$ cat src/rtl/wishbone_ctrl_classic_pkg.sv
// Shared types for the Wishbone classic controller:
// response status, FSM states and counter sizing.
package wishbone_ctrl_classic_pkg;

    typedef enum logic [1:0] {
        WB_OK      = 2'd0,
        WB_ERR     = 2'd1,
        WB_TIMEOUT = 2'd2
    } wb_status_t;

    typedef enum logic [1:0] {
        ST_IDLE = 2'd0,
        ST_BUS  = 2'd1,
        ST_RESP = 2'd2
    } wb_ctrl_state_t;

    function automatic int cnt_width(input int t);
        return (t < 1) ? 1 : $clog2(t + 1);
    endfunction

endpackage

$ cat src/rtl/wishbone_classic.sv
// Wishbone classic bus bundle with controller and
// device views.
interface wishbone_classic #(
    parameter int ADDR_W = 32,
    parameter int DATA_W = 32
);
    logic                  cyc;
    logic                  stb;
    logic                  we;
    logic [ADDR_W-1:0]     adr;
    logic [DATA_W-1:0]     dat_w;
    logic [DATA_W-1:0]     dat_r;
    logic [DATA_W/8-1:0]   sel;
    logic                  ack;
    logic                  err;

    modport controller (
        output cyc, stb, we, adr, dat_w, sel,
        input  ack, err, dat_r
    );

    modport device (
        input  cyc, stb, we, adr, dat_w, sel,
        output ack, err, dat_r
    );
endinterface

$ cat src/rtl/wishbone_ctrl_classic.sv
// Single-outstanding Wishbone classic initiator:
// one command in, one bus cycle, one response out.
module wishbone_ctrl_classic
    import wishbone_ctrl_classic_pkg::*;
#(
    parameter int ADDR_W  = 32,
    parameter int DATA_W  = 32,
    parameter int TIMEOUT = 255
) (
    input  logic                clk_i,
    input  logic                rst_ni,
    input  logic                cmd_valid,
    output logic                cmd_ready,
    input  logic                cmd_we,
    input  logic [ADDR_W-1:0]   cmd_adr,
    input  logic [DATA_W-1:0]   cmd_dat,
    input  logic [DATA_W/8-1:0] cmd_sel,
    output logic                rsp_valid,
    input  logic                rsp_ready,
    output logic [DATA_W-1:0]   rsp_dat,
    output wb_status_t          rsp_status,
    wishbone_classic.controller wb
);

    localparam int CNT_W = cnt_width(TIMEOUT);
    localparam logic [CNT_W-1:0] CNT_MAX = {CNT_W{1'b1}};
    localparam logic [CNT_W-1:0] TO_LAST =
        (TIMEOUT == 0) ? CNT_MAX : CNT_W'(TIMEOUT - 1);

    wb_ctrl_state_t        r_state, w_state;
    logic [CNT_W-1:0]      r_cnt, w_cnt;
    logic                  r_cmd_ready, w_cmd_ready;
    logic                  r_rsp_valid, w_rsp_valid;
    logic [DATA_W-1:0]     r_rsp_dat, w_rsp_dat;
    wb_status_t            r_rsp_status, w_rsp_status;
    logic                  r_cyc, w_cyc;
    logic                  r_we, w_we;
    logic [ADDR_W-1:0]     r_adr, w_adr;
    logic [DATA_W-1:0]     r_dat, w_dat;
    logic [DATA_W/8-1:0]   r_sel, w_sel;
    logic                  w_to_hit;

    assign w_to_hit = (TIMEOUT != 0) && (r_cnt == TO_LAST);

    // Next-state and registered-output decode
    always_comb begin
        w_state      = r_state;
        w_cnt        = r_cnt;
        w_rsp_dat    = r_rsp_dat;
        w_rsp_status = r_rsp_status;
        w_cyc        = r_cyc;
        w_we         = r_we;
        w_adr        = r_adr;
        w_dat        = r_dat;
        w_sel        = r_sel;
        unique case (r_state)
            ST_IDLE: begin
                if (cmd_valid && r_cmd_ready) begin
                    w_we    = cmd_we;
                    w_adr   = cmd_adr;
                    w_dat   = cmd_dat;
                    w_sel   = cmd_sel;
                    w_cyc   = 1'b1;
                    w_cnt   = '0;
                    w_state = ST_BUS;
                end
            end
            ST_BUS: begin
                if (wb.err) begin
                    w_rsp_status = WB_ERR;
                    w_rsp_dat    = '0;
                    w_cyc        = 1'b0;
                    w_state      = ST_RESP;
                end else if (wb.ack) begin
                    w_rsp_status = WB_OK;
                    w_rsp_dat    = r_we ? '0 : wb.dat_r;
                    w_cyc        = 1'b0;
                    w_state      = ST_RESP;
                end else if (w_to_hit) begin
                    w_rsp_status = WB_TIMEOUT;
                    w_rsp_dat    = '0;
                    w_cyc        = 1'b0;
                    w_state      = ST_RESP;
                end else if (r_cnt != CNT_MAX) begin
                    w_cnt = r_cnt + 1'b1;
                end
            end
            ST_RESP: begin
                if (rsp_ready) begin
                    w_state = ST_IDLE;
                end
            end
            default: begin
                w_state = ST_IDLE;
                w_cyc   = 1'b0;
            end
        endcase
        w_cmd_ready = (w_state == ST_IDLE);
        w_rsp_valid = (w_state == ST_RESP);
    end

    // State, counter, bus and response registers
    always_ff @(posedge clk_i or negedge rst_ni) begin
        if (!rst_ni) begin
            r_state      <= ST_IDLE;
            r_cnt        <= '0;
            r_cmd_ready  <= 1'b0;
            r_rsp_valid  <= 1'b0;
            r_rsp_dat    <= '0;
            r_rsp_status <= WB_OK;
            r_cyc        <= 1'b0;
            r_we         <= 1'b0;
            r_adr        <= '0;
            r_dat        <= '0;
            r_sel        <= '0;
        end else begin
            r_state      <= w_state;
            r_cnt        <= w_cnt;
            r_cmd_ready  <= w_cmd_ready;
            r_rsp_valid  <= w_rsp_valid;
            r_rsp_dat    <= w_rsp_dat;
            r_rsp_status <= w_rsp_status;
            r_cyc        <= w_cyc;
            r_we         <= w_we;
            r_adr        <= w_adr;
            r_dat        <= w_dat;
            r_sel        <= w_sel;
        end
    end

    assign cmd_ready  = r_cmd_ready;
    assign rsp_valid  = r_rsp_valid;
    assign rsp_dat    = r_rsp_dat;
    assign rsp_status = r_rsp_status;
    assign wb.cyc     = r_cyc;
    assign wb.stb     = r_cyc;
    assign wb.we      = r_we;
    assign wb.adr     = r_adr;
    assign wb.dat_w   = r_dat;
    assign wb.sel     = r_sel;

`ifdef FORMAL
    a_cyc_stb: assert property (
        @(posedge clk_i) disable iff (!rst_ni)
        wb.cyc == wb.stb);

    a_bus_stable: assert property (
        @(posedge clk_i) disable iff (!rst_ni)
        (r_state == ST_BUS && w_state == ST_BUS)
        |=> $stable({r_cyc, r_we, r_adr, r_dat, r_sel}));

    a_rsp_no_cyc: assert property (
        @(posedge clk_i) disable iff (!rst_ni)
        r_rsp_valid |-> !r_cyc);

    c_wr_then_rd: cover property (
        @(posedge clk_i) disable iff (!rst_ni)
        (cmd_valid && r_cmd_ready && cmd_we)
        ##[1:$] (cmd_valid && r_cmd_ready && !cmd_we));
`endif

endmodule

$ cat src/flat_wrapper.sv
// flat-port wrapper written by rule: the top's interface ports become plain ports
module wishbone_ctrl_classic_flat import wishbone_ctrl_classic_pkg::*;
#(
    parameter int ADDR_W  = 32,
    parameter int DATA_W  = 32,
    parameter int TIMEOUT = 255
)
  (clk_i, rst_ni, cmd_valid, cmd_ready, cmd_we, cmd_adr, cmd_dat, cmd_sel, rsp_valid, rsp_ready, rsp_dat, rsp_status, wb_cyc, wb_stb, wb_we, wb_adr, wb_dat_w, wb_sel, wb_ack, wb_err, wb_dat_r);
  wishbone_classic #(.ADDR_W(ADDR_W), .DATA_W(DATA_W)) wb_i ();
  input  logic clk_i;
  input  logic rst_ni;
  input  logic cmd_valid;
  output logic cmd_ready;
  input  logic cmd_we;
  input  logic [ADDR_W-1:0] cmd_adr;
  input  logic [DATA_W-1:0] cmd_dat;
  input  logic [DATA_W/8-1:0] cmd_sel;
  output logic rsp_valid;
  input  logic rsp_ready;
  output logic [DATA_W-1:0] rsp_dat;
  output wb_status_t rsp_status;
  output wire logic [$bits(wb_i.cyc)-1:0] wb_cyc;
  output wire logic [$bits(wb_i.stb)-1:0] wb_stb;
  output wire logic [$bits(wb_i.we)-1:0] wb_we;
  output wire logic [$bits(wb_i.adr)-1:0] wb_adr;
  output wire logic [$bits(wb_i.dat_w)-1:0] wb_dat_w;
  output wire logic [$bits(wb_i.sel)-1:0] wb_sel;
  input wire logic [$bits(wb_i.ack)-1:0] wb_ack;
  input wire logic [$bits(wb_i.err)-1:0] wb_err;
  input wire logic [$bits(wb_i.dat_r)-1:0] wb_dat_r;
  assign wb_cyc = wb_i.cyc;
  assign wb_stb = wb_i.stb;
  assign wb_we = wb_i.we;
  assign wb_adr = wb_i.adr;
  assign wb_dat_w = wb_i.dat_w;
  assign wb_sel = wb_i.sel;
  assign wb_i.ack = wb_ack;
  assign wb_i.err = wb_err;
  assign wb_i.dat_r = wb_dat_r;
  wishbone_ctrl_classic #(.ADDR_W(ADDR_W), .DATA_W(DATA_W), .TIMEOUT(TIMEOUT)) u_core (.clk_i(clk_i), .rst_ni(rst_ni), .cmd_valid(cmd_valid), .cmd_ready(cmd_ready), .cmd_we(cmd_we), .cmd_adr(cmd_adr), .cmd_dat(cmd_dat), .cmd_sel(cmd_sel), .rsp_valid(rsp_valid), .rsp_ready(rsp_ready), .rsp_dat(rsp_dat), .rsp_status(rsp_status), .wb(wb_i));
endmodule
$ cat config.mk
export PLATFORM = sky130hd
export DESIGN_NAME = wishbone_ctrl_classic_flat
export DESIGN_NICKNAME = d
export VERILOG_FILES = /design/src/rtl/wishbone_ctrl_classic_pkg.sv /design/src/rtl/wishbone_classic.sv /design/src/rtl/wishbone_ctrl_classic.sv /design/src/flat_wrapper.sv
export SDC_FILE = /design/constraint.sdc
export NUM_CORES = 1
export LEC_CHECK = 0
export CAP_MARGIN = 5
export CORE_UTILIZATION = 35
export DETAILED_ROUTE_END_ITERATION = 6
export HOLD_SLACK_MARGIN = 0.03
export PLACE_DENSITY = 0.7
export REMOVE_ABC_BUFFERS = 1
export SETUP_SLACK_MARGIN = 0.3
export SLEW_MARGIN = 0
export SYNTH_ARGS = -nofsm -noshare
export SYNTH_HDL_FRONTEND = slang
export SYNTH_SLANG_ARGS = --single-unit
$ cat constraint.sdc
create_clock -name clk_i -period 2.5 [get_ports clk_i]
set_input_delay 0.25 -clock clk_i [delete_from_list [all_inputs] [get_ports clk_i]]
set_output_delay 0.25 -clock clk_i [all_outputs]
set_load 0.02 [all_outputs]
Word-level counts from Yosys, hierarchy flattened
Index checks and enable logic that the tools add are counted.

Bits of input ports: 107. Register bits: 116. Word-level logic and storage cells: 57.

Eq/ne operators: 11. Add/sub/neg operators: 1. Muxes and demuxes: 24. Reduce and logical (&&, ||, !) cells: 9. Bitwise logic cells: 1.

Operators with widths (number): 2-to-1 mux 32 bit (4); 2-to-1 mux 8 bit (5); 2-to-1 mux 2 bit (8); one-hot mux 8 bit (2 select lines) (1); adder 8 x 1 -> 8 bit, second input constant (1); equality test 8 bit, second input constant (1); inequality test 8 bit, second input constant (1); inequality test 2 bit, second input constant (3); one-hot mux 2 bit (3 select lines) (1); AND reduction 6 bit (1); equality test 2 bit, second input constant (2); logical NOT 2 bit (2); 2-to-1 mux 1 bit (4); inequality test 2 x 1 -> 1 bit, second input constant (2); inequality test 4 x 3 -> 1 bit, second input constant (1); AND reduction 2 bit (2); one-hot mux 1 bit (3 select lines) (1); AND reduction 3 bit (1); nonzero test 3 bit (1); equality test 2 x 1 -> 1 bit, second input constant (1); nonzero test 2 bit (1); logical AND 1 bit (1); inverter 1 bit (1).

Longest topological paths before layout
Gate-level depths: netlist of the first run.

Depth after elaboration: 6. Gate-level depth with buffers: 7. Depth with buffers taken out: 6.

Least setup slack after synthesis of the first run
Ideal clock, no wire load.

Path type: register to register. Start: register u_core.r_cnt[0]. End: register u_core.r_rsp_dat[10], in the netlist u_core.rsp_dat[10]. Clock period less this slack: 1543 ps. Setup slack: 957 ps. Cell stages (with the launch flop): 8. Path buffers: 1. Arrival: 1422 ps. Cells stage by stage: dfrtp_1 > inv_1 > ha_1 > nand3_1 > o21ai_2 > nand2_2 > buf_2 > a22o_1.

Longest elaborated chain between the ends: 3.

Ends and longest elaborated chain: from (decl) (line wishbone_ctrl_classic.sv:31) `logic [CNT_W-1:0] r_cnt, w_cnt;`; from (signal assigned) (line wishbone_ctrl_classic.sv:118) `r_cnt <= w_cnt;`; equality test 8 bit (line wishbone_ctrl_classic.sv:43) `assign w_to_hit = (TIMEOUT != 0) && (r_cnt == TO_LAST);`; nonzero test 3 bit (no source line); AND reduction 2 bit (no source line); to (signal assigned) (line wishbone_ctrl_classic.sv:121) `r_rsp_dat <= w_rsp_dat;`; to (decl) (line wishbone_ctrl_classic.sv:34) `logic [DATA_W-1:0] r_rsp_dat, w_rsp_dat;`.

Every way passes these cells. A chain may end at the register's enable or synchronous reset.

Worst setup path after layout of the first run
Start: register u_core.r_cnt[0]. End: register u_core.r_rsp_dat[21], in the netlist u_core.rsp_dat[21].

Same word-level chain as after synthesis.

==> results of run 1 <==
==> worst paths after layout <==
path / slack (ns) / start / to / depth (start not counted)
max reg2reg: 0.51 / u_core.r_cnt[0]$_DFFE_PN0P_ / u_core.rsp_dat[21]$_DFFE_PN0P_ / 6
min: 0.37 / cmd_dat[25] / u_core.wb.dat_w[25]$_DFFE_PN0P_ / 3
min in group asynchronous: 0.44 / rst_ni / u_core.wb.dat_w[14]$_DFFE_PN0P_ / 2
min reg2reg: 0.47 / u_core.wb.dat_w[14]$_DFFE_PN0P_ / u_core.wb.dat_w[14]$_DFFE_PN0P_ / 2
max in group asynchronous: 1.19 / rst_ni / u_core.wb.adr[26]$_DFFE_PN0P_ / 3
max: 0.51 / u_core.r_cnt[0]$_DFFE_PN0P_ / u_core.rsp_dat[21]$_DFFE_PN0P_ / 6
==> metrics by stage <==
stage	hold WS (ns)	setup TNS (ns)	utilization [%]
finish	0.3718	0	58.83
global route	0.3690	0	58.83
CTS	0.3564	0	58.83
detailed placement	0.3374	0	54.09
global placement	0.3243	0	54.09
floorplan	-0.04559	-149.11	-
==> power by group through the flow <==
stage	sequential [W]	combinational, W	clock [W]
floorplan	0.00394	0.00106	0
global placement	0.00308	0.00386	0
detailed placement	0.00309	0.00395	0
CTS	0.00308	0.00395	0.00243
global route	0.00317	0.00419	0.00250
finish	0.00308	0.00390	0.00237
==> synthesized netlist by cell type (2+ instances only) <==
library cell	count	area (um^2)
nand2_1	213	799.5
a21oi_1	4	20.02
ha_1	2	25.02
dfrtp_1	116	2903
nand4_1	2	12.51
a22o_1	33	289.0
clkbuf_1	8	30.03
buf_2	12	60.06
o31ai_1	2	15.01
o21a_1	2	15.01
nand3_1	6	30.03
nor3_1	2	10.01
buf_4	2	15.01
nor2_1	7	26.28
or3_1	2	12.51
o21ai_0	9	45.04
inv_1	3	11.26
==> sequential cells by signal, summed over array words and instances (netlist names) <==
register / flops
u_core.wb.we: 1
u_core.wb.cyc: 1
u_core.wb.dat_w: 32
u_core.r_cnt: 8
u_core.cmd_ready: 1
u_core.rsp_dat: 32
u_core.rsp_valid: 1
u_core.wb.adr: 32
u_core.rsp_status: 2
u_core.wb.sel: 4
u_core.r_state: 2
==> per-layer routing <==
| layer | up-vias | wire length [um] | global-route usage (%) |
|---|---|---|---|
| met2 | 142 | 5716 | 29.38 |
| met3 | 18 | 775 | 5.335 |
| li1 | 1894 | - | - |
| met5 | - | 0 | 0 |
| met4 | 0 | 198 | 7.778 |
| met1 | 1886 | 5181 | 22.67 |
==> kinds of logic after synthesis <==
kind of cell	after synthesis	synth area share (%)
DFF	116	64.11
adders and majority gates	2	0.5526
AOI/OAI and AO/OA	57	9.837
buffers and inverters	27	3.122
xor gates and xnor gates	1	0.1935
and+or+nand+nor	243	22.19
==> timing repair <==
item,4_1_cts,5_1_grt
buffers inserted,0,0
hold buffers,1,0
endpoints found under the hold margin,52,0
==> final cells by class <==
cell class                 count  area, um^2  share of cell area (%)
timing repair buffer         221        2205                   29.69
clock inverter                12       131.4                   1.769
inverter                       3       11.26                  0.1517
clock buffer                  20       456.7                   6.151
tap                          172       215.2                   2.899
sequential                   116        2903                   39.10
multi-input combinational    303        1503                   20.24
==> worst max-delay path: cells and delay by family, from the launching register on <==
kind,cells,cell delay (ns)
flip-flops,1,0.44
AO/OA/AOI/OAI,2,0.60
adder cells (fa/ha/maj),1,0.20
AND/OR/NAND/NOR,2,0.53
buffers and inverters,1,0.09
==> flow_summary.toml, run 1 <==
[drt]
wl_um = 11870
antenna_left = 0
dr_total_vias = 3940
wl_per_cell_um = 14.02
drtIter0Drc = 147
first_pass_iters = 4
drc_errors = 0
via_per_inst = 4.652

[final_layout]
layout_commonest_cell = "nand2_1"
post-route-cell-area_mm2 = 0.007425
stdcell_count = 847
synthToLayoutAreaGrowth_pct = 63.97
layout_common_cells = "nand2_1, clkdlybuf4s50_1, dfrtp_1"
fill_cells = 1094
fin_nets = 771
drive_gt1_share_pct = 7.259
n_antenna_cell = 0

[timing]
drv_slew = 0
relSlewSlack_pct = 54.37
setup_ws_ns = 0.5095
fmax_mhz = 502.4
rsz0062_at_grt = "no"
fin_skew_ns = 0.005822
hold_violations = 0
setup_viol = 0
worstMarginPinSlew_ns = 0.6844
period_minus_slack_ns = 1.991
post-route-period-util_pct = 79.62

[yosys]
ys_ff_latch = 116
netlist_area_mm2 = 0.004528
yosysSeqAreaShare_pct = 64.11
synthArstFlopShare_pct = 100.0
syn_inst = 446
yosysWarnings = 0
synth_cell_types = 38
synth_edf_count = 0
synthFlopType = "dfrtp_1"
postSynthAreaPerCell_um2 = 10.15

[die]
die_w_um = 115.7
io_pins = 214
initial_core_util_pct = 35.88
fp-row-count = 41
dieArea_mm2 = 0.01340
die_h_um = 115.7
coreArea_mm2 = 0.01262

[critical_path]
crit_slowest_cell = "dfrtp_1"
end_kind = "register"
crit_chain = "inv_1 > ha_1 > nand3_1 > o21ai_2 > nand2_2 > a22o_1"
critPathKind = "reg2reg"
critPathLaunchType = "register"
slowest_delay_ns = 0.44
crit_arrival_ns = 2.27
cp_data_required_time_ns = 2.78
crit_fanout = 35

[placement]
dpl_cell_area_mm2 = 0.006827
gp_congestion = 0.8273
post-dp-hpwl_um = 8456
dp_slack_ns = 0.3949
port_buffers = 213
post-place-cells = 814

[power_and_ir_drop]
swShare_pct = 36.12
p_leak_nw = 3.467
power_w = 0.009341
pwr-share-seq_pct = 32.9
peakVddDrop_uv = 468.4
power.internal_w = 0.005967
clkPwrFrac_pct = 25.3
combPwrFrac_pct = 41.7
p_sw_w = 0.003374
p_per_area_mw_per_mm2 = 1258

[clocking]
cts_buffers = 17
clock_sinks = 116
htree_num_levels = 4
cts_tree = "yes"
ctsResizeCount = 0
cts-root-buf = "clkbuf_16"
insertion_delay_ns = 0.40
clkTransAtPathRegs_ns = 0.06
cts_buffer_depth = 2

[global_route]
grt_util_all_layers_pct = 18.14
grt_max_degree = 55
grt_pass1_vias = 3838
antenna_found_initial = 0
grt_pass1_wl_um = 18600
grt_remaining_overflow = 0

[worst_hold_path]
hp-class = "in2reg"

[flow_run]
cap_violations = 0

[run_status]
outcome = "finished, final reports clean"
No activity file was read; power rests on OpenSTA's default activity.
==> run 2: changes to the inputs <==
==> constraint.sdc (replaced) <==
create_clock -name clk_i -period 1.9 [get_ports clk_i]
set_input_delay 0.19 -clock clk_i [delete_from_list [all_inputs] [get_ports clk_i]]
set_output_delay 0.19 -clock clk_i [all_outputs]
set_load 0.02 [all_outputs]
==> run 2 against run 1 <==
Against the previous run: clock-buffer cell count is 1 lower; combinational power increased by 38%; first-iteration DRC count grew 7.5%; critical path depth up 1; worst hold slack lost 0.18 ns; design area rose by 6.4%; clock power up 47%; sequential power increased by 31%; wire length increased by 8.2%; flip-flop and latch count did not move; worst setup slack got worse by 0.19 ns; critical endpoint is now u_core.rsp_dat[9]$_DFFE_PN0P_; largest cell class unchanged.
==> flow_summary.toml, run 2 (synthesized netlist as in run 1, its figures left out) <==
[global_route]
grt_remaining_overflow = 0
grt_pass1_vias = 3888
grt_util_all_layers_pct = 18.15
antenna_found_initial = 0
grt_pass1_wl_um = 18570
grt_max_degree = 75

[die]
initial_core_util_pct = 35.88
die_h_um = 115.7
dieArea_mm2 = 0.01340
die_w_um = 115.7
coreArea_mm2 = 0.01262
io_pins = 214
fp-row-count = 41

[power_and_ir_drop]
pwr-share-seq_pct = 31.2
p_per_area_mw_per_mm2 = 1632
clkPwrFrac_pct = 27.1
p_leak_nw = 4.270
power.internal_w = 0.008384
p_sw_w = 0.004511
peakVddDrop_uv = 634.0
combPwrFrac_pct = 41.7
swShare_pct = 34.99

[critical_path]
crit_slowest_cell = "dfrtp_2"
crit_chain = "inv_2 > ha_4 > nand3_4 > o21ai_4 > nand2_4 > clkbuf_16 > a22o_1"
startpoint = "u_core.r_cnt[0]$_DFFE_PN0P_"
critPathKind = "reg2reg"
slowest_delay_ns = 0.44
end_kind = "register"
r2r-start = "u_core.r_cnt[0]$_DFFE_PN0P_"
critPathLaunchType = "register"
path_delay_family = "flip-flops"
cp_data_required_time_ns = 2.19
crit_fanout = 7
path_buf_inv = 2
crit_arrival_ns = 1.87

[drt]
drtIter0Drc = 158
drc_errors = 0
wl_per_cell_um = 14.88
first_pass_iters = 4
dr_total_vias = 3976
via_per_inst = 4.607
wl_um = 12850
antenna_left = 0

[timing]
fmax_mhz = 632.9
setup_ws_ns = 0.3200
setup_viol = 0
worstMarginPinSlew_ns = 0.4256
post-route-period-util_pct = 83.16
period_minus_slack_ns = 1.580
fin_skew_ns = 0.007220
drv_slew = 0
hold_violations = 0
setup_tns_ns = 0
whs_ns = 0.1869
relSlewSlack_pct = 71.45
rsz0062_at_grt = "yes"

[clocking]
clkTransAtPathRegs_ns = 0.06
clock_sinks = 116
htree_num_levels = 4
cts-root-buf = "clkbuf_16"
cts_buffers = 17
cts_buffer_depth = 2
cts_tree = "yes"
insertion_delay_ns = 0.40

[final_layout]
fin_nets = 787
layout_common_cells = "nand2_1, clkdlybuf4s50_1, dfrtp_1"
layout_commonest_cell = "nand2_1"
n_antenna_cell = 0
synthToLayoutAreaGrowth_pct = 74.47
drive_gt1_share_pct = 10.85

[placement]
port_buffers = 213
post-dp-hpwl_um = 8300
dp_slack_ns = 0.05869
gp_congestion = 0.7804

[flow_run]
cap_violations = 0

[run_status]
outcome = "finished, final reports clean"

[worst_hold_path]
hp-class = "in2async"
## run 2: cell count changes in the layout (fill, tap and decap cells not counted), sizes merged
cell / previous run / this run
buf: 8 / 20
bufinv: 2 / 5
clkbuf: 20 / 23
clkdlybuf4s50: 212 / 163
clkinv: 6 / 5
clkinvlp: 4 / 3
dlygate4sd2: 0 / 7
dlymetal6s2s: 0 / 42
## run 2: final timing paths
kind,end,slack (ns),cells past startpoint
max in group asynchronous,u_core.rsp_dat[14]$_DFFE_PN0P_,1.13,3
worst min register to register,u_core.wb.dat_w[15]$_DFFE_PN0P_,0.47,2
worst max-delay path,u_core.rsp_dat[9]$_DFFE_PN0P_,0.32,7
worst min-delay path,u_core.wb.dat_w[2]$_DFFE_PN0P_,0.19,2
min in group clk_i,u_core.wb.dat_w[11]$_DFFE_PN0P_,0.31,3
worst max register to register,u_core.rsp_dat[9]$_DFFE_PN0P_,0.32,7
## run 2: what timing repair did
action                                  4_1_cts  5_1_grt
cloned                                        0        6
setup buffers                                 3        3
endpoints found under the setup margin       45       79
hold buffers                                  1        0
pin swaps                                     2        8
resized for setup                            15       53
endpoints found under the hold margin       116        0
## run 2: through the flow
step | total power (W) | cells | util, % | instance area [um^2]
final | 0.01290 | 863 | 62.60 | 7900
after global routing | 0.01361 | 863 | 62.60 | 7900
after CTS | 0.01290 | 854 | 60.20 | 7597
after detailed placement | 0.009326 | 818 | 54.63 | 6894
after global placement | 0.009191 | 818 | 54.63 | 6894
after floorplan | 0.006568 | 422 | - | 4398
## run 2: cell type report
cell class	count	area (um^2)
repair buffers	237	2556
flip-flops and latches	116	2908
multi-input cells	303	1551
inverters	3	11.26
fillers	1053	4720
clock inverters	13	205.2
well taps	172	215.2
clock buffers	19	452.9
## run 2: power groups by stage
stage	Sequential (W)	Combinational (W)	Clock, W
global placement	0.00403	0.00516	0
finish	0.00402	0.00538	0.00349
detailed placement	0.00405	0.00528	0
floorplan	0.00518	0.00139	0
global route	0.00414	0.00578	0.00369
CTS	0.00403	0.00531	0.00355
## run 2: worst register-to-register path: stages, from the launching register on
cell and delay, ns:
dfrtp_2 0.44, inv_2 0.08, ha_4 0.16, nand3_4 0.07, o21ai_4 0.17, nand2_4 0.13
clkbuf_16 0.19, a22o_1 0.24
## run 2: per-layer routing
layer  vias up  part of all wire, %  global-route usage [%]
li1       1926                    -                       -
met1      1905                   42                   22.67
met2       132                   51                   30.02
met3        13                  6.0                   5.073
met4         0                  1.1                   7.009
met5         -                    0                       0
